## config.mk

```make
export PLATFORM = sky130hd
export DESIGN_NAME = audio_adc_rx
export DESIGN_NICKNAME = d
export VERILOG_FILES = /design/src/rtl/audio_adc_rx.sv
export SDC_FILE = /design/constraint.sdc
export NUM_CORES = 1
export LEC_CHECK = 0
export ABC_AREA = 1
export BUFFER_PORTS_ARGS = -buffer_cell sky130_fd_sc_hd__buf_4
export CAP_MARGIN = 25
export CORE_MARGIN = 4
export CORE_UTILIZATION = 52
export DETAILED_ROUTE_END_ITERATION = 12
export PLACE_DENSITY = 0.73
export RECOVER_POWER = 50
export SLEW_MARGIN = 15
export SYNTH_ARGS = -nofsm -noshare
export SYNTH_HDL_FRONTEND = slang
export SYNTH_SLANG_ARGS = --single-unit
```

## constraint.sdc

```tcl
create_clock -name clk -period 7.65 [get_ports clk]
set_input_delay 2.295 -clock clk [delete_from_list [all_inputs] [get_ports clk]]
set_output_delay 2.295 -clock clk [all_outputs]
set_load 0.05 [all_outputs]
```

## src/rtl/audio_adc_rx.sv

```systemverilog
`default_nettype none
// ============================================================================
// Module      : audio_adc_rx
// Description : I2S audio ADC receiver. Deserialises 16-bit left/right
//               samples from a codec, packs stereo pairs into an 8 x 32-bit
//               FIFO and exposes DATA / STATUS / CTRL registers on an
//               Avalon-MM slave with a threshold level interrupt.
// Revision    : 1.0 - initial release
// ============================================================================
module audio_adc_rx (
   input  logic        clk,
   input  logic        reset,
   input  logic        aud_bclk,
   input  logic        aud_adclrck,
   input  logic        aud_adcdat,
   input  logic        chipselect,
   input  logic        read,
   input  logic        write,
   input  logic [1:0]  address,
   input  logic [31:0] writedata,
   output logic [31:0] readdata,
   output logic        irq
);

   localparam int         FIFO_DEPTH  = 8;
   localparam logic [3:0] FIFO_FULL   = 4'd8;
   localparam logic [1:0] ADDR_DATA   = 2'd0;
   localparam logic [1:0] ADDR_STATUS = 2'd1;
   localparam logic [1:0] ADDR_CTRL   = 2'd2;

   typedef enum logic [1:0] {
      IDLE  = 2'd0,
      SKIP  = 2'd1,
      SHIFT = 2'd2,
      WAIT  = 2'd3
   } state_t;

   // codec input synchronisers and bit clock edge detect
   logic [1:0]  bclk_sync;
   logic [1:0]  lrck_sync;
   logic [1:0]  dat_sync;
   logic        bclk_prev;
   logic        bclk_rise;
   logic        lrck_s;
   logic        dat_s;

   // frame deserialiser
   state_t      state;
   state_t      state_nxt;
   logic        last_lrck;
   logic        channel;
   logic [3:0]  bit_cnt;
   logic [15:0] shift_reg;
   logic [15:0] left_hold;
   logic        left_valid;
   logic        lrck_change;
   logic        word_done;
   logic [15:0] word;

   // register file and FIFO
   logic        ctrl_enable;
   logic        ctrl_irq_en;
   logic [2:0]  ctrl_thresh;
   logic        overflow;
   logic [31:0] fifo_mem [FIFO_DEPTH];
   logic [2:0]  wr_ptr;
   logic [2:0]  rd_ptr;
   logic [3:0]  count;
   logic        push;
   logic        pop;
   logic        push_ok;
   logic        drop;
   logic [31:0] push_data;
   logic        rd_access;
   logic        wr_access;
   logic [31:0] status_word;
   logic [31:0] ctrl_word;
   logic [31:0] data_word;
   logic        unused_wdata;

   assign unused_wdata = ^{writedata[31:9], writedata[7], writedata[3:2]};

   // Bring the three codec signals into the clk domain
   always_ff @(posedge clk) begin
      if (reset) begin
         bclk_sync <= 2'b00;
         lrck_sync <= 2'b00;
         dat_sync  <= 2'b00;
         bclk_prev <= 1'b0;
      end else begin
         bclk_sync <= {bclk_sync[0], aud_bclk};
         lrck_sync <= {lrck_sync[0], aud_adclrck};
         dat_sync  <= {dat_sync[0], aud_adcdat};
         bclk_prev <= bclk_sync[1];
      end
   end

   assign bclk_rise   = bclk_sync[1] & ~bclk_prev;
   assign lrck_s      = lrck_sync[1];
   assign dat_s       = dat_sync[1];
   assign lrck_change = (lrck_s != last_lrck);
   assign word        = {shift_reg[14:0], dat_s};

   // Frame FSM state register
   always_ff @(posedge clk) begin
      if (reset) begin
         state <= IDLE;
      end else begin
         state <= state_nxt;
      end
   end

   // Frame FSM next state; a channel word completes on its 16th shifted bit
   always_comb begin
      state_nxt = state;
      word_done = 1'b0;
      if (!ctrl_enable) begin
         state_nxt = IDLE;
      end else if (bclk_rise) begin
         case (state)
            IDLE: begin
               if (lrck_change) state_nxt = SKIP;
            end
            SKIP: begin
               state_nxt = SHIFT;
            end
            SHIFT: begin
               if (lrck_change) begin
                  state_nxt = SKIP;
               end else if (bit_cnt == 4'd15) begin
                  state_nxt = WAIT;
                  word_done = 1'b1;
               end
            end
            WAIT: begin
               if (lrck_change) state_nxt = SKIP;
            end
            default: state_nxt = IDLE;
         endcase
      end
   end

   // A right word only produces a FIFO entry when a left word precedes it
   assign push      = word_done & channel & left_valid;
   assign push_data = {left_hold, word};

   // Deserialiser datapath: shift register, bit counter, left holding register
   always_ff @(posedge clk) begin
      if (reset) begin
         last_lrck  <= 1'b0;
         channel    <= 1'b0;
         bit_cnt    <= 4'd0;
         shift_reg  <= 16'd0;
         left_hold  <= 16'd0;
         left_valid <= 1'b0;
      end else begin
         if (bclk_rise) last_lrck <= lrck_s;
         if (!ctrl_enable) begin
            bit_cnt    <= 4'd0;
            shift_reg  <= 16'd0;
            left_hold  <= 16'd0;
            left_valid <= 1'b0;
         end else if (bclk_rise) begin
            if (state_nxt == SKIP) channel <= lrck_s;
            if (state == SKIP) bit_cnt <= 4'd0;
            if ((state == SHIFT) && !lrck_change) begin
               shift_reg <= word;
               bit_cnt   <= bit_cnt + 4'd1;
            end
            if (word_done && !channel) begin
               left_hold  <= word;
               left_valid <= 1'b1;
            end
            if (push) left_valid <= 1'b0;
         end
      end
   end

   assign rd_access = chipselect & read;
   assign wr_access = chipselect & write;
   assign pop       = rd_access & (address == ADDR_DATA) & (count != 4'd0);
   // When full, a simultaneous pop frees the slot before the push lands
   assign push_ok   = push & ((count != FIFO_FULL) | pop);
   assign drop      = push & (count == FIFO_FULL) & ~pop;

   // FIFO storage, no reset so it can map onto RAM
   always_ff @(posedge clk) begin
      if (push_ok) fifo_mem[wr_ptr] <= push_data;
   end

   // FIFO pointers and occupancy
   always_ff @(posedge clk) begin
      if (reset) begin
         wr_ptr <= 3'd0;
         rd_ptr <= 3'd0;
         count  <= 4'd0;
      end else begin
         if (push_ok) wr_ptr <= wr_ptr + 3'd1;
         if (pop)     rd_ptr <= rd_ptr + 3'd1;
         count <= count + {3'd0, push_ok} - {3'd0, pop};
      end
   end

   assign status_word = {21'd0, (count == FIFO_FULL), (count == 4'd0), overflow, 4'd0, count};
   assign ctrl_word   = {25'd0, ctrl_thresh, 2'd0, ctrl_irq_en, ctrl_enable};
   assign data_word   = (count != 4'd0) ? fifo_mem[rd_ptr] : 32'd0;

   // Register file: CTRL, sticky overflow, registered read data and irq
   always_ff @(posedge clk) begin
      if (reset) begin
         ctrl_enable <= 1'b0;
         ctrl_irq_en <= 1'b0;
         ctrl_thresh <= 3'd0;
         overflow    <= 1'b0;
         readdata    <= 32'd0;
         irq         <= 1'b0;
      end else begin
         if (wr_access && (address == ADDR_CTRL)) begin
            ctrl_enable <= writedata[0];
            ctrl_irq_en <= writedata[1];
            ctrl_thresh <= writedata[6:4];
         end
         // a drop in the same cycle as a clear wins
         if (drop) begin
            overflow <= 1'b1;
         end else if (wr_access && (address == ADDR_STATUS) && writedata[8]) begin
            overflow <= 1'b0;
         end
         if (rd_access) begin
            case (address)
               ADDR_DATA:   readdata <= data_word;
               ADDR_STATUS: readdata <= status_word;
               ADDR_CTRL:   readdata <= ctrl_word;
               default:     readdata <= 32'd0;
            endcase
         end
         irq <= ctrl_irq_en & (count > {1'b0, ctrl_thresh});
      end
   end

endmodule
`default_nettype wire
```

# Yosys cells after proc, flatten, opt, wreduce, memory -nomap -nowiden
# Memory sizes are Yosys's and may differ from the RTL's. A register that Yosys moved wholly into a read port is not among the register bits.
# Cells that the tools add are included.
# Widths: inputs -> output; s select.
# classes
multipliers	0
bitwise_logic	15
n_div	0
order_cmp	1
eq_ne	10
n_shift	0
reduce_logical	21
n_addsub	5
n_mux	23
# ops
operator	count
$pmux 32 s3	1
$mux 32	1
$and 1x1->1	11
$mux 1	11
$mux 2	5
$eq 4x4->1 const B	2
$mux 4	2
$reduce_and 2->1	4
$add 3x1->3 const B	2
$eq 2x1->1 const B	3
$eq 2x2->1 const B	3
$mux 3	2
$pmux 2 s3	1
$reduce_bool 2->1	3
$logic_and 1x1->1	5
$add 4x1->4	1
$add 4x1->4 const B	1
$gt 4x3->1	1
$logic_not 2->1	2
$logic_not 4->1	1
$ne 4x4->1 const B	1
$reduce_bool 4->1	1
$reduce_or 2->1	2
$sub 4x1->4	1
5 further kinds	8
# word_totals
word_cells	96
latch_bits	0
output_inout_bits	33
regBits	96
mem_count	1
ramBits	256
input_bits	42
mem_bits_ro	0
# mem_list
name	depth	width	read_ports	rd_clocked_by_memory_dff	wr	line	source
fifo_mem	8	32	1	1	1	65	logic [31:0] fifo_mem [FIFO_DEPTH];

# Depth between registers and ports, before layout
# Gate-level depths: netlist of run 1.
# logic_depth
word_depth	11
ltp_mapped	14
ltp_nobuf	14

# Worst setup path before layout of run 1
# OpenSTA, ideal clock, no wires.
# synth_timing
path_kind	input port to flip-flop
from	input address[0]
to	memory fifo_mem[0][0], enable pin
cell_stages	7
n_path_buf	0
t_required_ps	7229
setup_slack_ps	2891
arrival_time_ps	4338
cell_sequence	inv_1 > nand2_1 > nor2_1 > nand2_2 > nand2_1 > nand3_1 > nor2_1
# synth_via
elab_chain_cells	7
# synth_lines
element	line	source
from (decl)	19	input logic [1:0] address,
$logic_not 2->1	181	assign pop = rd_access & (address == ADDR_DATA) & (count != 4'd0);
$and 1x1->1 (2 in series)	181	
$or 1x1->1	183	assign push_ok = push & ((count != FIFO_FULL) | pop);
$and 1x1->1	183	
$mux 1	188	if (push_ok) fifo_mem[wr_ptr] <= push_data;
$mux 1 (not written as such)	188	
to (decl)	65	
# No other way between the ends.

# Final worst setup path of run 1
# layout_timing
from	input reset
to	register shift_reg[10]
# layout_via
elab_chain_cells	1
# layout_lines
element	line	source
from (decl)	12	input logic reset,
$reduce_or 2->1 (no source line)	-	
to (signal assigned)	167	shift_reg <= word;
to (decl)	53	logic [15:0] shift_reg;
# No other way between the ends.
# A chain may end at the register's enable or synchronous reset.

==> flow_metrics.tcl, run 1 <==
set metrics [dict create \
    cp.arrival_ns 5.22 \
    cp.required_ns 8.02 \
    hp-class "flip-flop to flip-flop" \
    vias_per_cell 5.60 \
    first_global_vias 8995 \
    cts_buffer_depth 3 \
    critical_path.max_fanout 44 \
    reg2reg_from "count[2]$_SDFF_PP0_" \
    worstReg2RegEnd "fifo_mem[6][8]$_DFFE_PP_" \
    power_per_cell_area_nw_per_um2 252 \
    final_util 0.603 \
    timing.hold.ws_ns 0.401 \
    ctsHoldBuffers 0 \
    cts_tree "done" \
    fillCellCount 2036 \
    routed_wl_mm 30.2 \
    ant_nets 0 \
    synthSimpleGateAreaFrac 0.133 \
    rows 59 \
    routabilityCongestion 0.771 \
    die_h_um 172 \
    muxShareOfSynthArea 0 \
    fin_tns_setup_ns 0 \
    reg2regPathDepth 9 \
    drtIter0Drc 782 \
    ys_ff_latch 355 \
    p_leak_uw 0.00514 \
    final_cell_mix "256 x edfxtp_1, 247 x nor2_1, 158 x o21ai_0" \
    synth-xor-area-share 0.00187 \
    cts_num_sinks 355 \
    slew-limit-headroom -0.583 \
    nNetsFinal 1361 \
    antenna_found_initial 0 \
    fmax_mhz 206 \
    grt_overflow 0 \
    final_common_cell "edfxtp_1" \
    cp_slowest_stage_delay_ns 1.65 \
    post_cts_buffers 0 \
    syn-cell-area_um2 14000 \
    core-area_um2 26300 \
    port_buffers 48 \
    avgSynthCellArea_um2 11.1 \
    path_common_cell "clkbuf_1" \
    synthAdderAreaFrac 0.0148 \
    die_area_um2 29700 \
    initial_core_util 0.534 \
    reg2reg_setup_slack_ns 4.32 \
    clk_pin_slew_ns 0.06 \
    syn2layout_area_growth_pct 12.9 \
    ys_warn_count 0 \
    critPathKind "input port to flip-flop" \
    min_period_ns 4.85 \
    clk_latency_ns 0.52 \
    final-seq-area_um2 9680 \
    maxCapViolations 1 \
    die_w_um 172 \
    grt_pass1_wl_mm 47.5 \
    largest_reg_flops 256 \
    violations "max-capacitance violations, max-slew violations" \
    rsz0062_at_grt "no" \
    yosysSeqAreaShare 0.689 \
    cts_root_buffer "clkbuf_16" \
    outcome "complete, but fails checks" \
    hold_viol_final 0 \
    diodes 0 \
    tightest_slew_ns 2.37 \
    top_register "fifo_mem" \
    ioPinCount 75 \
    drc 0 \
    synthCells 1269 \
    setup_viol 0 \
    drv_slew 45 \
    cts_htree_levels 2 \
    hold-path-cell-count 2 \
    peakVddDrop_mv 0.118 \
    setup.worst_path.end "shift_reg[10]$_SDFFE_PP0P_" \
    drt-wirelength-per-cell_um 18.1 \
    fin_crit_sh 0.633 \
    cts_resized 0 \
    synth_top_family_by_area "simple AND/OR/NAND/NOR gates" \
    vias 9332 \
    slowest_stage "clkbuf_1" \
    numCtsBuffers 37 \
    crit_path_end_kind "flip-flop" \
    ys_types 35 \
    cp_cell_sequence "clkbuf_1 > nor2_1 > clkbuf_1 > inv_1 > a211oi_1" \
    dr.pass1.iters 5 \
    reg.largest.list "fifo_mem (256), readdata (32), left_hold (16)" \
    crit_path_start "reset" \
    final_layout_size_suffix_gt1_frac 0.107 \
    synth_fp_nets 1327 \
    finClkSkew_ns 0.0181 \
    multi_input_area_um2 3720 \
    start_kind "input port" \
    synth_compound_area_frac 0.111 \
    groute.usage.overall 0.205 \
    dp.final_hpwl_mm 17.0 \
    grt_max_degree 96 \
]
layer usage:
layer | share of wire | track usage | wire (µm)
met5 | 0 | 0 | 0
met1 | 0.42 | 0.263 | 12700
met2 | 0.50 | 0.358 | 15000
met4 | 0.027 | 0.0643 | 810
met3 | 0.058 | 0.0327 | 1760
kinds of logic (layout without fill, tap and decap cells):
logic type | count (synthesis) | count (layout)
simple gates | 458 | 458
flops | 355 | 355
compound gates | 280 | 280
buf+inv | 157 | 220
fa+ha+maj | 16 | 16
xor+xnor | 3 | 3
stage by stage:
step                cell area [µm²]  cells  total power, µW  worst slack, ns
floorplan                     14000   1269             2220             2.89
global placement              14600   1597             2260             2.03
detailed placement            14600   1598             2260             1.97
CTS                           15900   1666             4020             2.48
global route                  15900   1667             4120             2.44
finish                        15900   1667             4000             2.80
worst max-delay path, delay by kind of cell:
| kind | cells | cell delay [ns] |
|---|---|---|
| AND/OR/NAND/NOR | 1 | 0.14 |
| buffers and inverters | 3 | 2.68 |
| AO/OA/AOI/OAI | 1 | 0.09 |
cell type report:
class,instances,share of cell area
clock buffers,60,0.0710
clock inverters,8,0.00592
flip-flops and latches,355,0.610
repair buffers,64,0.0304
well taps,335,0.0264
multi-input cells,757,0.235
inverters,88,0.0209
synthesized netlist by cell type:
master    count  area share
a211oi_1      2      0.0011
a211oi_2      1     0.00089
a21oi_1      54       0.019
a21oi_2       1     0.00062
a32oi_1       1     0.00062
buf_2        13      0.0046
buf_4        10      0.0053
buf_6         4      0.0032
buf_8         2      0.0021
clkbuf_1     35      0.0094
clkbuf_2      5      0.0018
dfxtp_1      99        0.14
edfxtp_1    256        0.55
fa_1          1      0.0014
ha_1         15       0.013
inv_1        81       0.022
inv_2         7      0.0019
nand2_1     127       0.034
nand2_2       4      0.0018
nand3_1      60       0.021
nand3_2       1     0.00071
nand3_4       1      0.0012
nand3b_1      1     0.00053
nand4_1       2     0.00089
nor2_1      255       0.068
nor2_2        1     0.00045
nor2_4        4      0.0032
nor3_1        1     0.00036
nor3b_1       1     0.00053
o211ai_1     56       0.030
o21ai_0     158       0.056
o21ai_1       6      0.0021
o22ai_1       1     0.00045
xnor2_1       2      0.0012
xor2_1        1     0.00062
report_power, final:
part | internal, µW | switching, µW | total, µW
logic | 50.0 | 114 | 164
registers | 2050 | 12.4 | 2060
clock network | 1080 | 695 | 1770
total | 3170 | 821 | 4000
worst min-delay path by stage:
stage,from,end
global route,bclk_sync[0]$_SDFF_PP0_,bclk_sync[1]$_SDFF_PP0_
finish,lrck_sync[0]$_SDFF_PP0_,lrck_sync[1]$_SDFF_PP0_
detailed placement,lrck_sync[0]$_SDFF_PP0_,lrck_sync[1]$_SDFF_PP0_
CTS,lrck_sync[0]$_SDFF_PP0_,lrck_sync[1]$_SDFF_PP0_
global placement,bclk_sync[0]$_SDFF_PP0_,bclk_sync[1]$_SDFF_PP0_
floorplan,bclk_sync[0]$_SDFF_PP0_,bclk_sync[1]$_SDFF_PP0_
Power figures use the tool's default switching activity.
==> run 2, diff against run 1 <==
--- a/config.mk
+++ b/config.mk
@@ -5,7 +5,7 @@
 export SDC_FILE = /design/constraint.sdc
 export NUM_CORES = 1
 export LEC_CHECK = 0
-export ABC_AREA = 1
+export ABC_AREA = 0
 export BUFFER_PORTS_ARGS = -buffer_cell sky130_fd_sc_hd__buf_4
 export CAP_MARGIN = 25
 export CORE_MARGIN = 4
==> constraint.sdc (replaced) <==
create_clock -name clk -period 4.8 [get_ports clk]
set_input_delay 1.44 -clock clk [delete_from_list [all_inputs] [get_ports clk]]
set_output_delay 1.44 -clock clk [all_outputs]
set_load 0.05 [all_outputs]
==> run 2 against run 1 <==
  * The flow still finishes with violations (max-capacitance violations, max-slew violations)
  * Synthesized cell count shrank 35%
  * Final cell count fell by 26%
  * Global-route usage down 1.3 points
  * Clock skew grew 0.0071 ns
  * Sequential share of layout area is 2.0 points higher
  * Sequential power grew 59%
  * Hold slack better by 0.035 ns
  * Wire length down 13%
  * Area after synthesis shrank 4.2%
  * Sequential cell count did not move
  * Highest routed layer unchanged
==> flow_metrics.tcl, run 2 <==
set metrics [dict create \
    port_buffers 48 \
    maxCapViolations 1 \
    power_uw 6210 \
    antenna_found_initial 0 \
    syn-cell-area_um2 13500 \
    min_period_ns 3.52 \
    largest_reg_flops 256 \
    synth_ff_type "edfxtp_1" \
    cts_resized 0 \
    synthTopCellsByArea "edfxtp_1 57%, dfxtp_1 15%, mux4_2 11%" \
    synth_fp_nets 881 \
    synthCells 823 \
    crit_path_end_kind "flip-flop" \
    cp.arrival_ns 3.85 \
    hold_viol_final 0 \
    hp-class "flip-flop to flip-flop" \
    synth_common_cells "256 x edfxtp_1, 99 x dfxtp_1, 93 x nand2_1, 64 x mux4_2, 53 x a21oi_1" \
    dp.final_hpwl_mm 14.5 \
    setup_viol 0 \
    ys_warn_count 0 \
    routed_wl_mm 26.3 \
    final_layout_size_suffix_gt1_frac 0.189 \
    die_area_um2 28500 \
    cts_htree_levels 2 \
    reg2reg_from "count[2]$_SDFF_PP0_" \
    drt-wirelength-per-cell_um 21.2 \
    dr.pass1.iters 5 \
    rows 58 \
    diodes 0 \
    tightest_slew_ns 1.62 \
    reg2reg_setup_slack_ns 1.74 \
    p_leak_uw 0.00538 \
    power_per_cell_area_nw_per_um2 405 \
    ctsHoldBuffers 0 \
    ioPinCount 75 \
    grt_overflow 0 \
    cts_root_buffer "clkbuf_16" \
    critPathKind "input port to flip-flop" \
    final_cell_mix "256 x edfxtp_1, 97 x dfxtp_1, 93 x nand2_1" \
    violations "max-capacitance violations, max-slew violations" \
    top_register "fifo_mem" \
    groute.usage.overall 0.192 \
    grt_pass1_wl_mm 42.2 \
    synth_edf_count 256 \
    numCtsBuffers 36 \
    rsz0062_at_grt "no" \
    peakVddDrop_mv 0.296 \
    ys_ff_latch 355 \
    drc 0 \
    syn2layout_area_growth_pct 14.0 \
    cp.required_ns 5.13 \
    avgSynthCellArea_um2 16.3 \
    critical_path.max_fanout 12 \
    clk_pin_slew_ns 0.06 \
    worstReg2RegEnd "count[2]$_SDFF_PP0_" \
    whs_endpoint "bclk_sync[1]$_SDFF_PP0_" \
    clk_latency_ns 0.52 \
    synth_top_area_cell "edfxtp_1" \
    reg2regPathDepth 11 \
    vias_per_cell 5.78 \
    fmax_mhz 284 \
    initial_core_util 0.531 \
    yosysSeqAreaShare 0.719 \
    drv_slew 39 \
    fin_crit_sh 0.733 \
    post_cts_buffers 0 \
    synth_top_area_share 0.571 \
    routabilityCongestion 0.764 \
    slew-limit-headroom -0.0794 \
    hold_path.startpoint "bclk_sync[0]$_SDFF_PP0_" \
    drtIter0Drc 655 \
    finClkSkew_ns 0.0252 \
    ant_nets 0 \
    fin_tns_setup_ns 0 \
    outcome "complete, but fails checks" \
    cts_tree "done" \
    ys_types 54 \
    final_common_cell "edfxtp_1" \
    timing.hold.ws_ns 0.436 \
    die_h_um 169 \
    cts_num_sinks 355 \
    hold-path-cell-count 1 \
    core-area_um2 25300 \
    die_w_um 169 \
    synth_most_common_cell "edfxtp_1" \
    first_global_vias 7347 \
    async_flop_share 0 \
    vias 7166 \
    start_kind "input port" \
    reg.largest.list "fifo_mem (256), readdata (32), left_hold (16)" \
    grt_max_degree 39 \
    nNetsFinal 939 \
    cts_buffer_depth 3 \
]
==> run 2: cell count changes in the layout (fill, tap and decap cells not counted), moves of 25 or more <==
cell	change
buf_4	-25
o21ai_0	-128
nor2_1	-225
mux4_2	+64
inv_1	-68
o211ai_1	-56
nand2_1	-34
nand3_1	-51
mux2i_1	+30
==> run 2: worst max path at each step <==
| stage | from | to | depth (start not counted) |
|---|---|---|---|
| after global routing | reset | shift_reg[3]$_SDFFE_PP0P_ | 4 |
| after floorplan | address[1] | fifo_mem[6][0]$_DFFE_PP_ | 4 |
| after CTS | chipselect | count[2]$_SDFF_PP0_ | 10 |
| final | chipselect | count[2]$_SDFF_PP0_ | 10 |
| after global placement | chipselect | count[2]$_SDFF_PP0_ | 10 |
| after detailed placement | chipselect | count[2]$_SDFF_PP0_ | 10 |
==> run 2: final cells by class <==
type / count / area [µm²]
inverters: 13 / 48.8
multi-input cells: 413 / 3630
clock buffers: 49 / 1030
clock inverters: 17 / 149
repair buffers: 62 / 388
fillers: 1835 / 9990
flip-flops and latches: 355 / 9670
well taps: 330 / 413
==> run 2: per-layer routing <==
layer,track usage,wire [µm]
met2,0.313,13200
met3,0.0280,1400
met1,0.273,11200
met5,0,0
met4,0.0550,455
==> run 2: worst max-delay path, stage by stage <==
cell and delay [ns]:
buf_4 0.10, nand2_1 0.25, o31ai_2 0.52, nand3_2 0.31
ha_1 0.37, inv_1 0.04, ha_1 0.20, fa_1 0.40
xnor2_1 0.17, nor2_1 0.05
==> run 2: cell families after synthesis <==
kind of cell | count (synthesis) | synth area share
flops | 355 | 0.719
simple gates | 182 | 0.0648
fa+ha+maj | 16 | 0.0154
buf+inv | 55 | 0.0174
xor+xnor | 6 | 0.00447
mux | 95 | 0.130
compound gates | 114 | 0.0487
==> run 2: power by group <==
group	total, µW	switching (µW)	internal (µW)	leakage [µW]
Combinational	196	118	78.3	0.00111
Sequential	3280	19.1	3260	0.00371
Clock	2730	1110	1620	0.000568
Total	6210	1250	4960	0.00538
==> run 2: stage by stage <==
step	instance area, µm²	setup slack (ns)	std cells	utilization
after floorplan	13500	-0.300	823	-
after global placement	14200	0.856	1172	0.562
after detailed placement	14300	0.875	1173	0.563
after CTS	15400	1.39	1239	0.609
after global routing	15300	1.16	1239	0.605
final	15300	1.28	1239	0.605
